### config.mk
export PLATFORM = sky130hd
export DESIGN_NAME = sh7604_rst_ctrl
export DESIGN_NICKNAME = d
export VERILOG_FILES = /design/src/rtl/sh7604_rst_ctrl.sv
export SDC_FILE = /design/constraint.sdc
export NUM_CORES = 1
export LEC_CHECK = 0
export BUFFER_PORTS_ARGS = -buffer_cell sky130_fd_sc_hd__buf_2
export CAP_MARGIN = 20
export CORE_AREA = 2 2 57 59
export DETAILED_ROUTE_END_ITERATION = 7
export DIE_AREA = 0 0 59 61
export PLACE_DENSITY_LB_ADDON = 0.3
export SKIP_LAST_GASP = 1
export SLEW_MARGIN = 40
export SYNTH_ARGS = -nofsm -noshare
export SYNTH_HDL_FRONTEND = slang
export SYNTH_SLANG_ARGS = --single-unit
### constraint.sdc
create_clock -name CLK -period 1.73 [get_ports CLK]
set_input_delay 0.0865 -clock CLK [delete_from_list [all_inputs] [get_ports CLK]]
set_output_delay 0.0865 -clock CLK [all_outputs]
set_load 0.05 [all_outputs]
### src/rtl/sh7604_rst_ctrl.sv
// Reset and standby sequencer for the SH7604 peripheral cluster: merges external, WDT and
// standby requests into registered reset/standby strobes and times NMI oscillator settling.
module sh7604_rst_ctrl #(
   parameter int unsigned POR_CYCLES    = 16,
   parameter int unsigned WRES_CYCLES   = 8,
   parameter int unsigned SETTLE_CYCLES = 64
) (
   input  logic       CLK,
   input  logic       RST,
   input  logic       CE_R,
   input  logic       EN,
   input  logic       CLK512_CE,
   input  logic       EXT_RES_N,
   input  logic       WDT_PRES,
   input  logic       WDT_MRES,
   input  logic       SLEEP_REQ,
   input  logic       NMI,
   output logic       SYS_RES_N,
   output logic       PRES_N,
   output logic       MRES_N,
   output logic       SBY,
   output logic       STBY_WAKE,
   output logic [1:0] RST_CAUSE
);

   localparam logic [2:0] StExtHold  = 3'd0;
   localparam logic [2:0] StRun      = 3'd1;
   localparam logic [2:0] StPresHold = 3'd2;
   localparam logic [2:0] StMresHold = 3'd3;
   localparam logic [2:0] StStandby  = 3'd4;
   localparam logic [2:0] StSettle   = 3'd5;

   localparam logic [1:0] CauseExt  = 2'b00;
   localparam logic [1:0] CausePres = 2'b01;
   localparam logic [1:0] CauseMres = 2'b10;

   localparam logic [7:0] PorLoad    = 8'(POR_CYCLES);
   localparam logic [7:0] WresLoad   = 8'(WRES_CYCLES);
   localparam logic [7:0] SettleLoad = 8'(SETTLE_CYCLES);

   logic [2:0] state_q, state_d;
   logic [7:0] cnt_q, cnt_d;
   logic [1:0] cause_q, cause_d;
   logic       nmi_q, nmi_d;
   logic       sys_res_n_q, sys_res_n_d;
   logic       pres_n_q, pres_n_d;
   logic       mres_n_q, mres_n_d;
   logic       sby_q, sby_d;
   logic       wake_q, wake_d;
   logic       tick;
   logic       nmi_rise;

   assign tick     = EN & CE_R;
   assign nmi_rise = NMI & ~nmi_q;

   always_comb begin
      state_d = state_q;
      cnt_d   = cnt_q;
      cause_d = cause_q;
      nmi_d   = nmi_q;
      wake_d  = wake_q;
      if (tick) begin
         nmi_d  = NMI;
         wake_d = 1'b0;
         if (!EXT_RES_N) begin
            state_d = StExtHold;
            cnt_d   = PorLoad;
            cause_d = CauseExt;
         end else begin
            case (state_q)
               StExtHold: begin
                  if (cnt_q == 8'd1) state_d = StRun;
                  else               cnt_d   = cnt_q - 8'd1;
               end
               StRun: begin
                  if (WDT_PRES) begin
                     state_d = StPresHold;
                     cnt_d   = WresLoad;
                     cause_d = CausePres;
                  end else if (WDT_MRES) begin
                     state_d = StMresHold;
                     cnt_d   = WresLoad;
                     cause_d = CauseMres;
                  end else if (SLEEP_REQ) begin
                     state_d = StStandby;
                  end
               end
               StPresHold: begin
                  if (WDT_PRES)            cnt_d   = WresLoad;
                  else if (cnt_q == 8'd1)  state_d = StRun;
                  else                     cnt_d   = cnt_q - 8'd1;
               end
               StMresHold: begin
                  // A power-on request outranks the manual hold already in progress.
                  if (WDT_PRES) begin
                     state_d = StPresHold;
                     cnt_d   = WresLoad;
                     cause_d = CausePres;
                  end else if (WDT_MRES) begin
                     cnt_d   = WresLoad;
                  end else if (cnt_q == 8'd1) begin
                     state_d = StRun;
                  end else begin
                     cnt_d   = cnt_q - 8'd1;
                  end
               end
               StStandby: begin
                  if (nmi_rise) begin
                     state_d = StSettle;
                     cnt_d   = SettleLoad;
                  end
               end
               StSettle: begin
                  if (CLK512_CE) begin
                     if (cnt_q == 8'd1) begin
                        state_d = StRun;
                        wake_d  = 1'b1;
                     end else begin
                        cnt_d = cnt_q - 8'd1;
                     end
                  end
               end
               default: begin
                  state_d = StExtHold;
                  cnt_d   = PorLoad;
                  cause_d = CauseExt;
               end
            endcase
         end
      end
   end

   // Outputs are decoded from the next state so they change on the same edge as the state.
   always_comb begin
      sys_res_n_d = (state_d != StExtHold);
      pres_n_d    = (state_d != StExtHold) && (state_d != StPresHold);
      mres_n_d    = (state_d != StMresHold);
      sby_d       = (state_d == StStandby) || (state_d == StSettle);
   end

   always_ff @(posedge CLK or posedge RST) begin
      if (RST) begin
         state_q     <= StExtHold;
         cnt_q       <= PorLoad;
         cause_q     <= CauseExt;
         nmi_q       <= 1'b0;
         sys_res_n_q <= 1'b0;
         pres_n_q    <= 1'b0;
         mres_n_q    <= 1'b1;
         sby_q       <= 1'b0;
         wake_q      <= 1'b0;
      end else begin
         state_q     <= state_d;
         cnt_q       <= cnt_d;
         cause_q     <= cause_d;
         nmi_q       <= nmi_d;
         sys_res_n_q <= sys_res_n_d;
         pres_n_q    <= pres_n_d;
         mres_n_q    <= mres_n_d;
         sby_q       <= sby_d;
         wake_q      <= wake_d;
      end
   end

   assign SYS_RES_N = sys_res_n_q;
   assign PRES_N    = pres_n_q;
   assign MRES_N    = mres_n_q;
   assign SBY       = sby_q;
   assign STBY_WAKE = wake_q;
   assign RST_CAUSE = cause_q;

endmodule

==> impl_metrics.toml, run 1 <==
[sta]
rsz0062_at_grt = "yes"
relSlewSlack_pct = 54.8
slew_violations = 0
hold_viol = 0
finalSetupViolCount = 2
finalWorstSetupSlack_ps = -27.6
min_period_ps = 1760
skew_ps = 10.1
finalSetupTns_ps = -51.2
fin_hold_ws_ps = 47.9
post-route-period-util_pct = 102
worst-slew-pin-transition_ps = 673
max_freq_mhz = 569

[critical_path]
crit_family = "simple AND/OR/NAND/NOR gates"
reg2regPathDepth = 4
r2r_setup_slack_ps = -30
path_buf_inv = 1
crit_type = "reg -> reg"
arrival_ps = 1970
crit_slowest_cell = "or4_4"
max_stage_delay_ps = 520
cp-start-kind = "register"
path_cells = "or3_4 -> or4_4 -> buf_4 -> o41ai_2"
timing.rr.end = "STBY_WAKE$_DFFE_PP0P_"
cp_max_fo = 4
end_kind = "register"
r2r-start = "cnt_q[4]$_DFFE_PP1P_"
cp.required_ps = 1940

[placed_design]
dp_hpwl_mm = 2.37
gp_congestion = 0.888
place_ws_ps = -35.2
portBuffers = 16
placed_area_mm2 = 0.00149

[layout]
area_delta_synth_final_pct = 42.4
final_util_pct = 57.1
drive_above_1_share_pct = 48.3
diodes = 0
fin_nets = 189
design_area_mm2 = 0.00169

[floorplanning]
fp-row-count = 20
dieHeight_um = 61
core_mm2 = 0.00295
die_w_um = 59
dieArea_mm2 = 0.00360
initial_core_util_pct = 40.1
ios = 17

[synth]
yosysSeqAreaShare_pct = 40.4
synth_area_leaders = "dfrtp_1 (36%), dfstp_2 (4.4%), nand2_1 (3.2%)"
yosysTopAreaCellShare_pct = 35.9
ys_ff_latch = 19
ys.flop_type = "dfrtp_1"
synth-edff-count = 0
syn_nets = 138
synthCells = 126
synth_top_area_cell = "dfrtp_1"
synthTopCellsByCount = "dfrtp_1 (17), nand2_1 (10), nor2_1 (7), inv_1 (6), nor3_1 (6)"
syn_avg_cell_area_um2 = 9.39
async_flop_share_pct = 100
yosysWarnings = 0
synth.most_common_cell = "dfrtp_1"
syn_area_mm2 = 0.00118
yosysUniqueCellTypes = 50

[run]
drv_cap = 0

[power_and_ir_drop]
p_seq_share_pct = 31.5
vdd_drop_max_mv = 0.609
switching_share_pct = 39.9
power_leakage_nw = 0.761
p_int_mw = 1.23
power.share.clock_pct = 11.2
switchingPower_mw = 0.817
power.density_mw_per_mm2 = 1210
p_comb_share_pct = 57.4

[global_route]
grt-ovfl-total = 0
grt_max_degree = 20
grt_usage_pct = 18.5
grt_pass1_wl_mm = 4.99
antenna_found_initial = 0
grt_pass1_vias = 1177

[detailed_routing]
wl_met2_mm = 1.65
wl_mm = 3.17
drt_iter0_markers = 16
drc = 0
antenna_left = 0
wl_per_cell_um = 15.1
vias = 1205
dr.pass1.iters = 4
met1Wirelength_mm = 1.38
wl_met3_um = 70
via_per_inst = 5.77
top_layer = "met4"

[cts]
clk_pin_slew_ps = 120
insertion_delay_ps = 300
clockRootBuffer = "clkbuf_4"
cts_sinks = 19
cts.path.max_buffers = 2
cts_buffers = 3
cts_tree = "yes"
cts_max_level = 1

[worst_hold_path]
min_path_type = "in -> reg"
hold_depth = 2
hold_start = "NMI"
min_to = "nmi_q$_DFFE_PP0P_"

[outcome]
failed_checks = "setup timing"
outcome = "complete, but fails checks"
## worst max-delay path by stage
stage	from	to	slack, ps	depth (start not counted)
floorplan	cnt_q[3]$_DFFE_PP0P_	MRES_N$_DFF_PP1_	7	6
global placement	cnt_q[4]$_DFFE_PP1P_	cnt_q[3]$_DFFE_PP0P_	6	6
detailed placement	cnt_q[4]$_DFFE_PP1P_	cnt_q[3]$_DFFE_PP0P_	-40	6
CTS	cnt_q[1]$_DFFE_PP0P_	MRES_N$_DFF_PP1_	-50	9
global route	cnt_q[1]$_DFFE_PP0P_	SYS_RES_N$_DFF_PP0_	-80	9
finish	cnt_q[4]$_DFFE_PP1P_	STBY_WAKE$_DFFE_PP0P_	-30	4
## flip-flops by register name, indices dropped and copies added, names as in the netlist
signal	count
cnt_q	8
state_q	3
RST_CAUSE	2
MRES_N	1
PRES_N	1
SBY	1
STBY_WAKE	1
SYS_RES_N	1
nmi_q	1
## per-stage QoR
stage / cells / total power, mW
floorplan: 126 / 1.24
global placement: 198 / 1.57
detailed placement: 198 / 1.60
CTS: 207 / 1.91
global route: 209 / 2.18
finish: 209 / 2.05
## power by group through the flow
stage | sequential, mW | combinational, mW | clock (mW)
after CTS | 0.640 | 1.03 | 0.237
after floorplan | 0.701 | 0.537 | 0
after global placement | 0.637 | 0.930 | 0
final | 0.644 | 1.17 | 0.228
after global routing | 0.656 | 1.28 | 0.250
after detailed placement | 0.642 | 0.957 | 0
## area by class of cell
cell class              instances  area (um^2)
clock inverters                 1         5.00
repair buffers                 50          342
inverters                       7         27.5
well taps                      33         41.3
multi-input cells              96          768
flip-flops and latches         19          479
clock buffers                   3         22.5
fillers                       262         1270
## cell families (layout without fill, tap and decap cells)
logic type      after synthesis  count (layout)  synth area share (%)
buf+inv                      11              61                  3.70
simple gates                 50              50                  24.8
xor+xnor                      1               1                 0.740
compound gates               41              41                  26.3
flops                        19              19                  40.4
mux                           2               2                  1.90
fa+ha+maj                     2               2                  2.11
## layer usage
layer	vias up	GRT usage (%)
met5	-	0
met4	0	7.14
met3	10	2.56
met2	24	33.2
met1	595	22.6
li1	576	-
## what timing repair did
action | CTS | global route
resized for setup | 5 | 20
hold endpoints to repair | 17 | 0
pin swaps | 5 | 12
buffers inserted | 4 | 3
setup endpoints to repair | 3 | 12
hold buffers | 1 | 0
## layout by cell type (no fill, tap or decap), types with 5 or more instances in the layout
| cell type | n |
|---|---|
| nand2_1 | 10 |
| o21ai_0 | 5 |
| buf_4 | 32 |
| nor2_1 | 6 |
| dfrtp_1 | 16 |
| buf_2 | 16 |
Note: power is estimated with default switching activity, not from simulation.
==> run 2, diff against run 1 <==
ABC_AREA = 1   (was unset)
CORE_AREA = 2 2 58 60   (was 2 2 57 59)
DIE_AREA = 0 0 60 62   (was 0 0 59 61)
RECOVER_POWER = 50   (was unset)
==> run 2 against run 1 <==
The flow now finishes without violations. Power decreased by 32%. Critical path depth increased by 6. Synthesized area increased by 5.4%. Maximum frequency increased by 13%. First-iteration DRC count increased by 69%. Critical path type unchanged. Sequential power decreased by 11%. Core utilization decreased by 11 points. Cell area decreased by 13%. Combinational power decreased by 49%. Critical endpoint is now SYS_RES_N$_DFF_PP0_. Final cell count increased by 17%. Largest cell class unchanged. Register-to-register slack improved by 210 ps. Sequential cell count unchanged.
==> impl_metrics.toml, run 2 <==
[outcome]
outcome = "finished clean"

[placed_design]
gp_congestion = 0.917
portBuffers = 16
dp_hpwl_mm = 2.13

[cts]
cts_buffers = 3
cts.path.max_buffers = 2
cts_sinks = 19
cts_tree = "yes"
cts_max_level = 1
postCtsSetupRepairBufs = 0
clockRootBuffer = "clkbuf_4"
insertion_delay_ps = 290
clk_pin_slew_ps = 110

[sta]
relSlewSlack_pct = 50.6
min_period_ps = 1550
hold_viol = 0
fin_hold_ws_ps = 115
skew_ps = 8.53
max_freq_mhz = 645
rsz0062_at_grt = "no"
finalSetupViolCount = 0
slew_violations = 0
post-route-period-util_pct = 89.6
finalSetupTns_ps = 0
worst-slew-pin-transition_ps = 741

[worst_hold_path]
min_to = "STBY_WAKE$_DFFE_PP0P_"
hold_depth = 3
hold_start = "CLK512_CE"
min_path_type = "in -> reg"

[critical_path]
reg2regPathDepth = 10
path_buf_inv = 1
cp_max_fo = 5
end_kind = "register"
arrival_ps = 1730
timing.rr.end = "SYS_RES_N$_DFF_PP0_"
r2r-start = "cnt_q[2]$_DFFE_PP0P_"
path_cells = "inv_1 -> nand2_1 -> nor2_2 -> nand3_1 -> nand2_1 -> nand3_1 -> nand2_1 -> nand2_1 -> nor2_1 -> nand2_1"
max_stage_delay_ps = 410
cp-start-kind = "register"
r2r_setup_slack_ps = 180
crit_slowest_cell = "dfrtp_1"
crit_family = "simple AND/OR/NAND/NOR gates"
cp.required_ps = 1920
crit_type = "reg -> reg"
crit_top_cell = "nand2_1"

[power_and_ir_drop]
power.share.clock_pct = 16.1
switching_share_pct = 39.5
switchingPower_mw = 0.549
power.density_mw_per_mm2 = 943
power_leakage_nw = 0.761
p_int_mw = 0.839
vdd_drop_max_mv = 0.369
p_comb_share_pct = 42.9
p_seq_share_pct = 41.0

[synth]
synth-edff-count = 0
ys.flop_type = "dfrtp_1"
synth_top_area_cell = "dfrtp_1"
synth.most_common_cell = "nand2_1"
synthCells = 173
yosysUniqueCellTypes = 29
yosysSeqAreaShare_pct = 38.3
syn_nets = 185
ys_ff_latch = 19
yosysWarnings = 0
synthTopCellsByCount = "nand2_1 (43), inv_1 (26), nand3_1 (20), nor2_1 (19), dfrtp_1 (17)"
syn_avg_cell_area_um2 = 7.21
syn_area_mm2 = 0.00125
synth_area_leaders = "dfrtp_1 (34%), nand2_1 (13%), nand3_1 (8.0%)"
yosysTopAreaCellShare_pct = 34.1
async_flop_share_pct = 100

[global_route]
grt_usage_pct = 15.7
antenna_found_initial = 0
grt-ovfl-total = 0
grt_max_degree = 20
grt_pass1_wl_mm = 4.39
grt_pass1_vias = 1027

[detailed_routing]
wl_mm = 2.70
vias = 1149
via_per_inst = 4.71
antenna_left = 0
dr.pass1.iters = 5
drc = 0
drt_iter0_markers = 27
wl_per_cell_um = 11.1

[floorplanning]
dieHeight_um = 62
ios = 17
die_w_um = 60
core_mm2 = 0.00318
fp-row-count = 21
initial_core_util_pct = 39.2
dieArea_mm2 = 0.00372

[layout]
drive_above_1_share_pct = 19.2
top_register = "cnt_q"
multiInputGateArea_um2 = 663
mostFrequentLayoutCell = "nand2_1"
num-fill-cells = 335
regArea_um2 = 478
fin_nets = 211
final_cell_mix = "nand2_1 (42), inv_1 (26), nand3_1 (20), dfrtp_1 (17), nor2_1 (17)"
diodes = 0
area_delta_synth_final_pct = 18.0
largest_reg_flops = 8

[run]
drv_cap = 0
run 2: changes by cell type after synthesis, sizes merged, moves of 4 or more:
| cell | previous run | this run |
|---|---|---|
| nand2 | 10 | 46 |
| inv | 6 | 28 |
| nand3 | 2 | 22 |
| nor2 | 7 | 22 |
| nand2b | 5 | 0 |
| xor2 | 0 | 5 |
| nor2b | 4 | 0 |
| o21ai | 8 | 12 |
run 2: area by class of cell:
cell class	instances	area share, %
Tap cell	46	3.91
Inverter	28	7.31
Timing Repair Buffer	22	9.44
Multi-Input combinational cell	125	45.1
Sequential cell	19	32.5
Clock buffer	4	1.79
run 2: power groups by stage:
| stage | combinational (mW) | clock [mW] | sequential [mW] |
|---|---|---|---|
| floorplan | 0.410 | 0 | 0.579 |
| detailed placement | 0.550 | 0 | 0.577 |
| CTS | 0.559 | 0.235 | 0.569 |
| global route | 0.666 | 0.247 | 0.576 |
| global placement | 0.546 | 0 | 0.575 |
| finish | 0.595 | 0.224 | 0.570 |
run 2: worst max-delay path by stage:
stage | startpoint | end | slack (ps) | cells after the start
after floorplan | cnt_q[1]$_DFFE_PP0P_ | SYS_RES_N$_DFF_PP0_ | 310 | 11
after global placement | cnt_q[2]$_DFFE_PP0P_ | SYS_RES_N$_DFF_PP0_ | 190 | 9
after detailed placement | cnt_q[2]$_DFFE_PP0P_ | SYS_RES_N$_DFF_PP0_ | 130 | 10
after CTS | cnt_q[1]$_DFFE_PP0P_ | SYS_RES_N$_DFF_PP0_ | 100 | 11
after global routing | cnt_q[1]$_DFFE_PP0P_ | SYS_RES_N$_DFF_PP0_ | 30 | 11
final | cnt_q[2]$_DFFE_PP0P_ | SYS_RES_N$_DFF_PP0_ | 180 | 10
run 2: through the flow:
stage          cells  util (%)  instance area [um^2]  worst slack, ps  power, mW
2_1_floorplan    173         -                  1250              309      0.989
3_3_place_gp     238      44.5                  1420              187       1.12
3_5_place_dp     238      44.5                  1420              131       1.13
4_1_cts          244      46.0                  1460              103       1.36
5_1_grt          244      46.3                  1470             32.4       1.49
6_report         244      46.3                  1470              181       1.39
run 2: cells by family after synthesis:
kind of cell	after synthesis	share of synthesized area, %
buffers and inverters	29	9.53
AOI/OAI and AO/OA	20	8.93
DFF	19	38.3
and+or+nand+nor	98	37.7
adders and majority gates	2	2.01
xor gates and xnor gates	5	3.51
run 2: worst reg2reg max path, delay by kind of cell, from the launching register on:
family                 cells  cell delay [ps]
DFF                        1              410
and+or+nand+nor            9              890
buffers and inverters      1              130
run 2: routing by layer:
| layer | global-route usage, % | share of wire [%] | vias to the layer above |
|---|---|---|---|
| met1 | 20.3 | 49 | 522 |
| li1 | - | - | 604 |
| met4 | 5.71 | 0.70 | 0 |
| met3 | 2.28 | 3.4 | 2 |
| met2 | 26.9 | 46 | 21 |
| met5 | 0 | 0 | - |
run 2: timing repair:
action | 4_1_cts | 5_1_grt
hold buffers | 2 | 0
hold endpoints to repair | 18 | 0
gates resized for setup | 0 | 4
endpoints found under the setup margin | 0 | 4
==> run 3, diff against run 2 <==
BUFFER_PORTS_ARGS = unset   (was -buffer_cell sky130_fd_sc_hd__buf_2)
CTS_BUF_LIST = sky130_fd_sc_hd__clkbuf_16   (was unset)
DONT_BUFFER_PORTS = 1   (was unset)
==> run 3 against run 2 <==
Final cell count decreased by 6.6%. Core utilization decreased by 1.5 points. Count of clock-buffer cells in the layout decreased by 1. Die area unchanged. Critical path type unchanged. First-iteration DRC count increased by 11%. Sequential cell count unchanged. Largest cell class unchanged. Worst hold slack got worse by 87 ps. Register-to-register slack about the same. Clock power increased by 110%. Sequential share of layout area increased by 1.1 points. Setup slack got worse by 6.8 ps.
==> impl_metrics.toml, run 3 (synthesized netlist as in run 2, its figures left out) <==
[outcome]
outcome = "finished clean"

[global_route]
grt_max_degree = 20
grt_pass1_vias = 1069
grt_usage_pct = 16.7
grt_pass1_wl_mm = 4.73
antenna_found_initial = 0
grt-ovfl-total = 0

[layout]
num-fill-cells = 331
final_cell_mix = "nand2_1 (43), inv_1 (26), nand3_1 (20), dfrtp_1 (17), nor2_1 (17)"
design_area_mm2 = 0.00142
final_util_pct = 44.8
top_register = "cnt_q"
drive_above_1_share_pct = 12.6
mostFrequentLayoutCell = "nand2_1"
finalNonFillerCells = 228
largest_reg_flops = 8
area_delta_synth_final_pct = 14.1
fin_nets = 195
diodes = 0

[sta]
slew_violations = 0
finalSetupTns_ps = 0
hold_viol = 0
finalSetupViolCount = 0
fin_hold_ws_ps = 27.7
post-route-period-util_pct = 89.9
skew_ps = 5.21
max_freq_mhz = 643
relSlewSlack_pct = 54.7
worst-slew-pin-transition_ps = 675
finalWorstSetupSlack_ps = 174
rsz0062_at_grt = "no"
min_period_ps = 1560

[critical_path]
crit_slowest_cell = "dfrtp_1"
crit_type = "reg -> reg"
crit_top_cell = "nand2_1"
reg2regPathDepth = 11
cp-startpoint = "cnt_q[1]$_DFFE_PP0P_"
timing.rr.end = "SYS_RES_N$_DFF_PP0_"
cp_max_fo = 4
cp-start-kind = "register"
cp.required_ps = 1860
max_stage_delay_ps = 370
path_cells = "inv_1 -> ha_1 -> inv_1 -> nor2_2 -> nand3_1 -> nand2_1 -> nand3_1 -> nand2_1 -> nand2_1 -> nor2_1 -> nand2_1"
path_buf_inv = 2
crit_family = "simple AND/OR/NAND/NOR gates"
arrival_ps = 1690
r2r_setup_slack_ps = 170
end_kind = "register"
r2r-start = "cnt_q[1]$_DFFE_PP0P_"

[detailed_routing]
via_per_inst = 5.00
drt_iter0_markers = 30
drc = 0
wl_mm = 2.63
wl_per_cell_um = 11.5
dr.pass1.iters = 5
antenna_left = 0
vias = 1140

[worst_hold_path]
hold_start = "EXT_RES_N"
hold_depth = 2
min_to = "STBY_WAKE$_DFFE_PP0P_"
min_path_type = "in -> reg"

[cts]
clk_pin_slew_ps = 50
insertion_delay_ps = 250
cts_buffers = 3
cts.path.max_buffers = 2
cts_sinks = 19
clockRootBuffer = "clkbuf_16"
cts_tree = "yes"
cts_max_level = 1

[floorplanning]
core_mm2 = 0.00318
ios = 17
dieArea_mm2 = 0.00372
initial_core_util_pct = 39.2
die_w_um = 60
fp-row-count = 21
dieHeight_um = 62

[placed_design]
portBuffers = 0
gp_congestion = 0.893
placed_area_mm2 = 0.00132
dp_hpwl_mm = 2.10
place_ws_ps = 123
dp.cells = 222

[power_and_ir_drop]
power_leakage_nw = 0.717
power_mw = 1.59
vdd_drop_max_mv = 0.422
power.density_mw_per_mm2 = 1120

[run]
drv_cap = 0
run 3: final cells by class:
| cell class | count | area, um^2 | area share [%] |
|---|---|---|---|
| Clock buffer | 3 | 75.1 | 5.27 |
| Clock inverter | 1 | 3.75 | 0.264 |
| Inverter | 28 | 108 | 7.56 |
| Multi-Input combinational cell | 125 | 656 | 46.0 |
| Sequential cell | 19 | 478 | 33.6 |
| Tap cell | 46 | 57.6 | 4.04 |
| Timing Repair Buffer | 6 | 46.3 | 3.25 |
run 3: how the worst max path moves through the flow:
stage	endpoint	slack [ps]	depth (start not counted)
after floorplan	SYS_RES_N$_DFF_PP0_	310	11
after global placement	SYS_RES_N$_DFF_PP0_	180	9
after detailed placement	SYS_RES_N$_DFF_PP0_	120	10
after CTS	SYS_RES_N$_DFF_PP0_	100	10
after global routing	cnt_q[4]$_DFFE_PP1P_	20	7
final	SYS_RES_N$_DFF_PP0_	170	11
run 3: timing repair:
item | in CTS | in global routing
hold buffers | 2 | 0
setup endpoints to repair | 0 | 4
resized for setup | 0 | 2
hold endpoints to repair | 18 | 0
buffers inserted | 0 | 0
run 3: metal layers:
| layer | up-vias | track usage, % | routed length [um] |
|---|---|---|---|
| li1 | 572 | - | - |
| met1 | 545 | 21.3 | 1190 |
| met2 | 20 | 28.4 | 1310 |
| met3 | 3 | 3.93 | 115 |
| met4 | 0 | 4.76 | 25 |
| met5 | - | 0 | 0 |
run 3: where the power goes:
group | internal, mW | switching (mW)
Sequential | 0.527 | 0.0545
Clock | 0.307 | 0.161
Combinational | 0.205 | 0.335
Total | 1.04 | 0.550
